===== src/rtl/alu_station.sv =====
// alu_station: single-entry ALU reservation station with broadcast snoop and registered writeback.
// Optional feature macro ALU_SELF_FWD_EN: own wb_* output becomes a lowest-priority snoop source.
module alu_station #(
  parameter int unsigned XLEN         = 32,
  parameter int unsigned REG_W        = 5,
  parameter int unsigned TAG_W        = 3,
  parameter int unsigned OP_W         = 4,
  parameter int unsigned UNLOCKED_TAG = 0
) (
  input  logic             clk,
  input  logic             rst,
  input  logic             rdy,
  input  logic             en_in,
  input  logic [XLEN-1:0]  pc_in,
  input  logic [OP_W-1:0]  op_in,
  input  logic [TAG_W-1:0] tagx_in,
  input  logic [TAG_W-1:0] tagy_in,
  input  logic [TAG_W-1:0] tagw_in,
  input  logic [XLEN-1:0]  datax_in,
  input  logic [XLEN-1:0]  datay_in,
  input  logic [REG_W-1:0] addrx_in,
  input  logic [REG_W-1:0] addry_in,
  input  logic [REG_W-1:0] addrw_in,
  input  logic             en_mw0,
  input  logic             en_mw1,
  input  logic             en_mw2,
  input  logic [REG_W-1:0] waddr0,
  input  logic [REG_W-1:0] waddr1,
  input  logic [REG_W-1:0] waddr2,
  input  logic [XLEN-1:0]  wdata0,
  input  logic [XLEN-1:0]  wdata1,
  input  logic [XLEN-1:0]  wdata2,
  output logic             busy_out,
  output logic [TAG_W-1:0] tagx_out,
  output logic [TAG_W-1:0] tagy_out,
  output logic [TAG_W-1:0] tagw_out,
  output logic             wb_en_out,
  output logic [REG_W-1:0] wb_addr_out,
  output logic [XLEN-1:0]  wb_data_out
);

  localparam logic [TAG_W-1:0] L_UNL = TAG_W'(UNLOCKED_TAG);

  typedef enum logic {S_EMPTY, S_WAIT} state_t;

  state_t           r_state;
  logic [OP_W-1:0]  r_op;
  logic [XLEN-1:0]  r_pc, r_datax, r_datay;
  logic [TAG_W-1:0] r_tagx, r_tagy, r_tagw;
  logic [REG_W-1:0] r_addrx, r_addry, r_addrw;
  logic             r_wb_en;
  logic [REG_W-1:0] r_wb_addr;
  logic [XLEN-1:0]  r_wb_data;

  logic             w_fire;
  logic [XLEN-1:0]  w_result;
  logic [4:0]       w_shamt;
  logic [TAG_W-1:0] w_bx_tag, w_by_tag, w_bw_tag, w_nx_tag, w_ny_tag, w_nw_tag;
  logic [XLEN-1:0]  w_bx_data, w_by_data, w_nx_data, w_ny_data;
  logic [REG_W-1:0] w_bx_addr, w_by_addr, w_bw_addr;

  function automatic logic src_hit(input logic [REG_W-1:0] a);
    logic h;
    h = (en_mw0 && waddr0 == a) || (en_mw1 && waddr1 == a) || (en_mw2 && waddr2 == a);
`ifdef ALU_SELF_FWD_EN
    h = h || (r_wb_en && r_wb_addr == a);
`endif
    return h && (a != '0);
  endfunction

  // Priority chain: mw0 > mw1 > mw2 (> own writeback when self-forwarding).
  function automatic logic [XLEN-1:0] src_data(input logic [REG_W-1:0] a);
    logic [XLEN-1:0] d;
    d = '0;
    if (en_mw0 && waddr0 == a)      d = wdata0;
    else if (en_mw1 && waddr1 == a) d = wdata1;
    else if (en_mw2 && waddr2 == a) d = wdata2;
`ifdef ALU_SELF_FWD_EN
    else if (r_wb_en && r_wb_addr == a) d = r_wb_data;
`endif
    return d;
  endfunction

  assign w_fire = (r_state == S_WAIT) && (r_tagx == L_UNL) && (r_tagy == L_UNL) && (r_tagw == L_UNL);

  // Accept snoops the incoming operands; otherwise the held entry is snooped.
  always_comb begin
    w_bx_tag  = en_in ? tagx_in  : r_tagx;
    w_by_tag  = en_in ? tagy_in  : r_tagy;
    w_bw_tag  = en_in ? tagw_in  : r_tagw;
    w_bx_data = en_in ? datax_in : r_datax;
    w_by_data = en_in ? datay_in : r_datay;
    w_bx_addr = en_in ? addrx_in : r_addrx;
    w_by_addr = en_in ? addry_in : r_addry;
    w_bw_addr = en_in ? addrw_in : r_addrw;
    w_nx_tag  = w_bx_tag;
    w_ny_tag  = w_by_tag;
    w_nw_tag  = w_bw_tag;
    w_nx_data = w_bx_data;
    w_ny_data = w_by_data;
    if (w_bx_tag != L_UNL && src_hit(w_bx_addr)) begin
      w_nx_tag  = L_UNL;
      w_nx_data = src_data(w_bx_addr);
    end
    if (w_by_tag != L_UNL && src_hit(w_by_addr)) begin
      w_ny_tag  = L_UNL;
      w_ny_data = src_data(w_by_addr);
    end
    if (w_bw_tag != L_UNL && src_hit(w_bw_addr)) w_nw_tag = L_UNL;
  end

  assign w_shamt = r_datay[4:0];

  always_comb begin
    w_result = '0;
    case (32'(r_op))
      0:  w_result = r_datax + r_datay;
      1:  w_result = r_datax - r_datay;
      2:  w_result = r_datax << w_shamt;
      3:  w_result = {{(XLEN-1){1'b0}}, ($signed(r_datax) < $signed(r_datay))};
      4:  w_result = {{(XLEN-1){1'b0}}, (r_datax < r_datay)};
      5:  w_result = r_datax ^ r_datay;
      6:  w_result = r_datax >> w_shamt;
      7:  w_result = $signed(r_datax) >>> w_shamt;
      8:  w_result = r_datax | r_datay;
      9:  w_result = r_datax & r_datay;
      10: w_result = r_datay;
      11: w_result = r_pc + r_datay;
      12: w_result = r_pc + XLEN'(4);
      default: w_result = '0;
    endcase
  end

  always_ff @(posedge clk or negedge rst) begin
    if (!rst) begin
      r_state   <= S_EMPTY;
      r_op      <= '0;
      r_pc      <= '0;
      r_datax   <= '0;
      r_datay   <= '0;
      r_tagx    <= L_UNL;
      r_tagy    <= L_UNL;
      r_tagw    <= L_UNL;
      r_addrx   <= '0;
      r_addry   <= '0;
      r_addrw   <= '0;
      r_wb_en   <= 1'b0;
      r_wb_addr <= '0;
      r_wb_data <= '0;
    end else if (rdy) begin
      r_wb_en <= w_fire && (r_addrw != '0);
      if (w_fire) begin
        r_wb_addr <= r_addrw;
        r_wb_data <= w_result;
      end
      if (en_in) begin
        r_op    <= op_in;
        r_pc    <= pc_in;
        r_addrx <= addrx_in;
        r_addry <= addry_in;
        r_addrw <= addrw_in;
      end
      if (en_in || r_state == S_WAIT) begin
        r_tagx  <= w_nx_tag;
        r_tagy  <= w_ny_tag;
        r_tagw  <= w_nw_tag;
        r_datax <= w_nx_data;
        r_datay <= w_ny_data;
      end
      if (en_in)       r_state <= S_WAIT;
      else if (w_fire) r_state <= S_EMPTY;
    end else begin
      r_wb_en <= 1'b0;
    end
  end

  a_issue_while_waiting: assert property (@(posedge clk) disable iff (!rst)
    (rdy && en_in && r_state == S_WAIT) |-> w_fire);

  assign busy_out    = (r_state == S_WAIT);
  assign tagx_out    = r_tagx;
  assign tagy_out    = r_tagy;
  assign tagw_out    = r_tagw;
  assign wb_en_out   = r_wb_en;
  assign wb_addr_out = r_wb_addr;
  assign wb_data_out = r_wb_data;

endmodule


===== config.mk =====
export PLATFORM = sky130hd
export DESIGN_NAME = alu_station
export DESIGN_NICKNAME = d
export VERILOG_FILES = /design/src/rtl/alu_station.sv
export SDC_FILE = /design/constraint.sdc
export NUM_CORES = 1
export LEC_CHECK = 0
export CAP_MARGIN = 10
export CORE_MARGIN = 1.5
export CORE_UTILIZATION = 40
export CTS_CLUSTER_SIZE = 14
export DETAILED_ROUTE_END_ITERATION = 16
export MAX_ROUTING_LAYER = met4
export PLACE_DENSITY = 0.58
export SLEW_MARGIN = 10
export SYNTH_ARGS = -nofsm -noshare
export SYNTH_HDL_FRONTEND = slang
export SYNTH_SLANG_ARGS = --single-unit

===== constraint.sdc =====
create_clock -name clk -period 7.1 [get_ports clk]
set_clock_uncertainty 0.2 [all_clocks]
set_input_delay 1.775 -clock clk [delete_from_list [all_inputs] [get_ports clk]]
set_output_delay 1.775 -clock clk [all_outputs]
set_load 0.02 [all_outputs]

==> metrics.md, run 1 <==
| Metric | Value |
|---|---|
| Routed wire per std cell | `30.4 microns` |
| CTS tree | `done` |
| Hold Buf Count CTS | `0` |
| Critical path capture point | `wb_data_out[28]` |
| P&R area growth vs syn | `20.6%` |
| Max Slew Vio Count | `0` |
| Hpwl dp | `79,600 microns` |
| Worst-Skew Late Latency | `510 ps` |
| Stages on worst setup path | `18` |
| Max stage delay on crit path | `620 ps` |
| Final GP Congestion | `1.07` |
| Post-Synthesis Mean Instance Area | `7.85 sq um` |
| Io pins | `290` |
| Sink Count | `163` |
| Tcrit/Tclk final | `77.3%` |
| Core Region | `0.0490 sq mm` |
| Flop2flop setup slack | `1610 ps` |
| Min Tclk post-route | `5490 ps` |
| DRC | `0` |
| CP Cell Sequence | `buf_4 > nor2b_1 > buf_4 > nand3_1 > buf_12 > mux2_2 > ha_1 > inv_1 > fa_1 > nand2b_1 > a21oi_1 > o311ai_0 > nand3_1 > a221oi_1 > o21ai_0 > nand2_1 > mux2_2 > o31ai_1` |
| Worst Reg-to-Reg Cells | `18` |
| Netlist cell types | `89` |
| Yosys top cell area share | `20.5%` |
| Clk root buf | `clkbuf_16` |
| Initial antenna violation count | `4` |
| Die Width | `226 microns` |
| Hold crit path type | `reg -> reg` |
| CTS buffer count | `17` |
| Cells after DPL | `3,349` |
| Initial Utilization | `40.6%` |
| RSZ-0062 raised after global routing | `no` |
| CTS clk-pin slew, worst paths | `70 ps` |
| Row cnt | `81` |
| Primary FF master, synth | `dfrtp_1` |
| Worst path required time | `7310 ps` |
| Reg2Reg Capture Point | `wb_data_out[28]` |
| DIE AREA | `0.0510 sq mm` |
| Post-Syn Instances | `2,531` |
| Nets | `3,084` |
| Critical path's top delay family | `compound AO/OA/AOI/OAI gates` |
| Total global routing overflow | `0` |
| Via total after detailed routing | `22,614` |
| Post-synthesis sequential area ratio | `20.5%` |
| CP max FO | `35` |
| Maximum clock rate | `0.182 GHz` |
| Setup crit start | `r_op[3]` |
| Buf+Inv Stages, Crit Path | `4` |
| Max-capacitance violation count | `0` |
| Synth Cell Area | `0.0199 sq mm` |
| Largest net degree at the start of global routing | `96` |
| Syn nets | `2,910` |
| Post-synth EDFFs | `0` |
| Worst relative slew slack | `10.8%` |
| Longest Clk Path Bufs | `2` |
| Largest cells by area after synthesis | `dfrtp_1 21%, ha_1 8.5%, nand2_1 6.9%` |
| Leak | `9.61 nW` |
| Initial DRC count | `3,348` |
| Post-CTS setup buffers | `0` |
| Port bufs | `289` |
| Total Neg Setup Slack | `0 ps` |
| VDD IR-drop max | `0.213 mV` |
| DR pass1 iterations | `6` |
| Final number of setup-violating endpoints | `0` |
| Start of the worst register-to-register path | `r_op[3]` |
| Share of cells above drive strength 1 | `9.49%` |
| Slowest cell on crit path | `a221oi_1` |
| Post-DRT Antenna Nets | `0` |
| Synth async-reset ratio | `100%` |
| Critical Path AT | `5700 ps` |
| First-pass GRT wire length | `148,000 microns` |
| Non-Filler Instances | `3,385` |
| Final hold violations | `0` |
| Yosys warning count | `0` |
| Pwr Density | `269 mW/mm^2` |
| H-tree levels | `4` |
| Status | `finished clean` |
| Cts repair resizes | `0` |
| CP Launch Type | `register` |
| Worst-Margin Slew | `1340 ps` |
| Vias in the first global route | `21,177` |
| Synthesis-stage register bit count | `163` |
| Vias per cell | `6.68` |
| Biggest area consumer among synthesized cells | `dfrtp_1` |
| Chip height | `226 microns` |
| Worst setup EP type | `register` |
| CP Class | `reg -> reg` |
| GRT Util Overall | `41.2%` |
| Detailed Route WL | `103,000 microns` |
[worst min-delay path by stage]
stage,start,end,cells after the start
floorplan,r_addry[2],r_addry[2],2
global placement,r_addry[2],r_addry[2],2
detailed placement,wb_data_out[2],wb_data_out[2],2
CTS,wb_data_out[2],wb_data_out[2],2
global route,r_addry[2],r_addry[2],2
finish,wb_data_out[1],wb_data_out[1],2
[power breakdown]
group          leakage [nW]  internal (mW)  switching [mW]
Sequential             2.00           1.10           0.393
Combinational          7.28           1.41            2.40
Clock                 0.326          0.666           0.464
Total                  9.61           3.17            3.26
[metal layers]
metal  part of all wire [%]  routed length, microns  track usage [%]
met2                     42                   42900             57.3
met4                    3.8                    3950             15.5
met1                     43                   44100             57.7
met3                     12                   12000             8.95
met5                      0                       0                -
[cells in the final DEF, fill, tap and decap left out, types with 9 or more instances in the layout]
| cell | instances |
|---|---|
| a21o_1 | 19 |
| a22o_1 | 9 |
| inv_1 | 105 |
| o31ai_1 | 10 |
| a31oi_1 | 23 |
| clkdlybuf4s50_1 | 287 |
| clkbuf_16 | 17 |
| a211oi_2 | 21 |
| ha_1 | 135 |
| nand3_1 | 58 |
| mux4_2 | 44 |
| or3_1 | 10 |
| a21oi_1 | 206 |
| nor2b_1 | 16 |
| o22ai_1 | 12 |
| o21bai_1 | 11 |
| nor2_1 | 207 |
| xor2_1 | 36 |
| xnor2_1 | 83 |
| nor3_1 | 74 |
| mux2i_1 | 79 |
| mux2_2 | 46 |
| nor4_1 | 20 |
| buf_4 | 50 |
| a22oi_1 | 61 |
| dfrtp_1 | 159 |
| nand4_1 | 25 |
| a211oi_1 | 66 |
| a221oi_1 | 37 |
| nand2b_1 | 15 |
| and3_1 | 14 |
| o221ai_1 | 43 |
| and2_1 | 13 |
| o2111ai_1 | 37 |
| a21oi_2 | 11 |
| o211ai_1 | 21 |
| o21ai_0 | 114 |
| nand2_1 | 361 |
[layout make-up]
class / instances / area (sq um)
Antenna cell: 3 / 7.51
Clock buffer: 18 / 429
Clock inverter: 14 / 251
Fill cell: 4797 / 25000
Inverter: 108 / 405
Multi-Input combinational cell: 2072 / 14600
Sequential cell: 163 / 4090
Tap cell: 664 / 831
Timing Repair Buffer: 343 / 3340
[cells in the mapped netlist (66+ instances only)]
cell and number:
xnor2_1 83, clkbuf_1 111, dfrtp_1 163, ha_1 135, o21ai_0 114, inv_1 106, nor3_1 75, nor2_1 210
a21oi_1 207, nand2_1 363, a211oi_1 66, mux2i_1 79
[state kept, by name, summed over array words and instances (netlist names), 4 cells and up]
register and flops:
r_addry 5, wb_data_out 32, wb_addr_out 5, r_datax 32
r_datay 32, r_addrx 5, r_addrw 5, r_pc 32
r_op 4
[through the flow]
step | worst slack, ps | area, sq um | power [mW] | hold WS (ps) | utilization [%]
final | 1610 | 24000 | 6.43 | 288 | 48.9
after global placement | 1450 | 23200 | 5.11 | 267 | 47.5
after CTS | 1760 | 23900 | 6.27 | 288 | 48.9
after detailed placement | 1250 | 23200 | 5.12 | 272 | 47.5
after global routing | 1360 | 24000 | 6.67 | 307 | 48.9
after floorplan | 2740 | 19900 | 3.59 | 245 | -
[worst reg2reg max path, cell delays in order, from the launching register on]
cell,delay (ps)
dfrtp_1,360
buf_4,230
nor2b_1,180
buf_4,200
nand3_1,140
buf_12,240
mux2_2,430
ha_1,210
inv_1,80
fa_1,190
nand2b_1,170
a21oi_1,150
o311ai_0,590
nand3_1,310
a221oi_1,620
o21ai_0,370
nand2_1,170
mux2_2,350
o31ai_1,190
[kinds of logic (layout without fill, tap and decap cells)]
| kind of cell | Yosys count | after routing | share of synthesized area (%) |
|---|---|---|---|
| other | 0 | 3 | 0 |
| muxes | 178 | 178 | 12.5 |
| buffers and inverters | 296 | 483 | 6.33 |
| DFF | 163 | 163 | 20.5 |
| and+or+nand+nor | 849 | 849 | 19.1 |
| adders and majority gates | 137 | 137 | 8.70 |
| xor gates and xnor gates | 119 | 119 | 5.25 |
| AOI/OAI and AO/OA | 789 | 789 | 27.6 |
Power figures use the tool's default switching activity.
==> run 2: changes to the inputs <==
--- a/config.mk
+++ b/config.mk
@@ -11,7 +11,7 @@
 export CTS_CLUSTER_SIZE = 14
 export DETAILED_ROUTE_END_ITERATION = 16
 export MAX_ROUTING_LAYER = met4
-export PLACE_DENSITY = 0.58
+export PLACE_DENSITY = 0.6
 export SLEW_MARGIN = 10
 export SYNTH_ARGS = -nofsm -noshare
 export SYNTH_HDL_FRONTEND = slang
==> constraint.sdc (replaced) <==
create_clock -name clk -period 4.6 [get_ports clk]
set_clock_uncertainty 0.2 [all_clocks]
set_input_delay 1.15 -clock clk [delete_from_list [all_inputs] [get_ports clk]]
set_output_delay 1.15 -clock clk [all_outputs]
set_load 0.02 [all_outputs]
==> run 2 against run 1 <==
First-iteration DRC count is 18% lower. Via count is 1.6% higher. Clock-buffer cell count is 1 lower. Clock power is 31% higher. Worst setup slack worse by 1400 ps.
==> metrics.md, run 2 (synthesis results as in run 1) <==
| Metric | Value |
|---|---|
| Status | `finished clean` |
| Final GP Congestion | `1.08 (+1.4%)` |
| Chip height | `226 microns (unchanged)` |
| Final hold violations | `0 (unchanged)` |
| CP max FO | `22 (-37%)` |
| DRC | `0 (unchanged)` |
| Detailed Route WL | `105,000 microns (+2.0%)` |
| Worst setup EP type | `register` |
| P&R area growth vs syn | `24.1%` |
| Largest net degree at the start of global routing | `79 (-18%)` |
| First-pass GRT wire length | `150,000 microns (+1.4%)` |
| Vias per cell | `6.61 (-1.1%)` |
| Non-Filler Instances | `3,477 (+2.7%)` |
| Die Width | `226 microns (unchanged)` |
| Initial DRC count | `2,758 (-18%)` |
| Fin worst setup slack | `229 ps (-1380 ps)` |
| CTS tree | `done` |
| Cells after DPL | `3,443 (+2.8%)` |
| H-tree levels | `4 (unchanged)` |
| Maximum clock rate | `0.229 GHz (+26%)` |
| Vias in the first global route | `21,703 (+2.5%)` |
| Worst relative slew slack | `23.6% (+13 points)` |
| WHS Path Cells | `2 (unchanged)` |
| Longest Clk Path Bufs | `2 (unchanged)` |
| CP Launch Type | `register` |
| DR pass1 iterations | `8 (+2)` |
| Tcrit/Tclk final | `95.0% (+18 points)` |
| Routed wire per std cell | `30.2 microns (-0.69%)` |
| Setup Slack @ Placement | `68.2 ps (-1180 ps)` |
| CTS buffer count | `17 (unchanged)` |
| GRT Util Overall | `41.9% (+0.67 points)` |
| Total global routing overflow | `0 (unchanged)` |
| Worst Reg-to-Reg Cells | `16 (-2)` |
| DIE AREA | `0.0510 sq mm (unchanged)` |
| RSZ-0062 raised after global routing | `no` |
| Row cnt | `81 (unchanged)` |
| Io pins | `290 (unchanged)` |
| Hpwl dp | `82,000 microns (+2.9%)` |
| Nets | `3,177 (+3.0%)` |
| CP Class | `reg -> reg` |
| Post-DRT Antenna Nets | `0 (unchanged)` |
| Share of cells above drive strength 1 | `12.5% (+3.0 points)` |
| Max Slew Vio Count | `0 (unchanged)` |
| Hold Buf Count CTS | `0 (unchanged)` |
| Sink Count | `163 (unchanged)` |
| Initial antenna violation count | `2 (-2)` |
| Most common cell after layout, fill and taps aside | `nand2_1` |
| Hold crit path type | `reg -> reg` |
| Via total after detailed routing | `22,968 (+1.6%)` |
| Most frequent cells in the layout | `361 x nand2_1, 287 x clkdlybuf4s50_1, 209 x nor2_1, 205 x a21oi_1, 159 x dfrtp_1` |
| CTS clk-pin slew, worst paths | `80 ps (about the same)` |
| Initial Utilization | `40.6% (unchanged)` |
| PnR Total Power | `9.98 mW (+55%)` |
| Critical Path AT | `4590 ps (-1110 ps)` |
| Post-CTS setup buffers | `0 (unchanged)` |
| Worst-Margin Slew | `1150 ps (-192 ps)` |
| Port bufs | `289 (unchanged)` |
| Max-capacitance violation count | `0 (unchanged)` |
| Cts repair resizes | `0 (unchanged)` |
| Worst path required time | `4820 ps (-2490 ps)` |
| # fillers | `4,739 (-1.2%)` |
| Min Tclk post-route | `4370 ps (-1120 ps)` |
| Clk root buf | `clkbuf_16` |
| VDD IR-drop max | `0.319 mV (+50%)` |
| Leak | `10.0 nW (+4.5%)` |
| Worst-Skew Late Latency | `520 ps (about the same)` |
| Finished Core Util | `50.4% (+1.4 points)` |
| Core Region | `0.0490 sq mm (unchanged)` |
| Pwr Density | `405 mW/mm^2 (+51%)` |
| Final number of setup-violating endpoints | `0 (unchanged)` |
==> run 2: changes by cell type in the layout (fill, tap and decap cells not counted), sizes merged <==
cell	previous run	this run
clkinv	4	6
buf	56	149
clkbuf	18	17
diode	3	2
inv	110	115
bufinv	6	0
==> run 2: worst max-delay path: stages, from the launching register on <==
cell     delay, ps
dfrtp_1        380
nor2b_1        140
nand3_1        120
buf_12         140
buf_12         190
buf_4          240
mux2_2         360
ha_1           400
a21o_1         220
a21oi_1         70
o21ai_0        310
a31oi_1        230
buf_4          190
o21ai_0        220
a21oi_1        130
or4b_1         480
a41oi_1        230
==> run 2: power breakdown <==
group          switching (mW)  internal [mW]
combinational            3.95           2.40
clock                   0.759          0.722
sequential              0.455           1.70
==> run 2: layer usage <==
layer	wire (microns)	part of all wire [%]	track usage, %	up-vias
li1	-	-	-	9956
met3	11400	11	9.28	225
met1	44200	42	56.0	11228
met4	4740	4.5	18.0	0
met5	0	0	-	-
met2	44700	43	60.2	1559
==> run 2: path summary, 6_finish.rpt <==
| path | startpoint | to | slack [ps] |
|---|---|---|---|
| max in group asynchronous | rst | wb_data_out[0] | 3010 |
| max | r_op[3] | wb_data_out[30] | 230 |
| min | wb_data_out[3] | wb_data_out[3] | 290 |
| min in group asynchronous | rst | r_pc[1] | 380 |
| max reg2reg | r_op[3] | wb_data_out[30] | 230 |
| min reg2reg | wb_data_out[3] | wb_data_out[3] | 290 |
==> run 2: through the flow <==
stage	hold WS [ps]	cell area (sq um)	TNS [ps]
after floorplan	245	19900	0
after global placement	267	24100	-12.8
after detailed placement	273	24100	0
after CTS	292	24600	0
after global routing	319	24700	0
final	288	24700	0
==> run 2: final cells by class <==
class	instances	area [sq um]	area share, %
multi-input cells	2072	14600	59.2
repair buffers	436	4140	16.8
flip-flops and latches	163	4090	16.6
well taps	664	831	3.37
clock buffers	17	425	1.73
inverters	108	405	1.64
clock inverters	15	156	0.634
diodes	2	5.00	0.0203
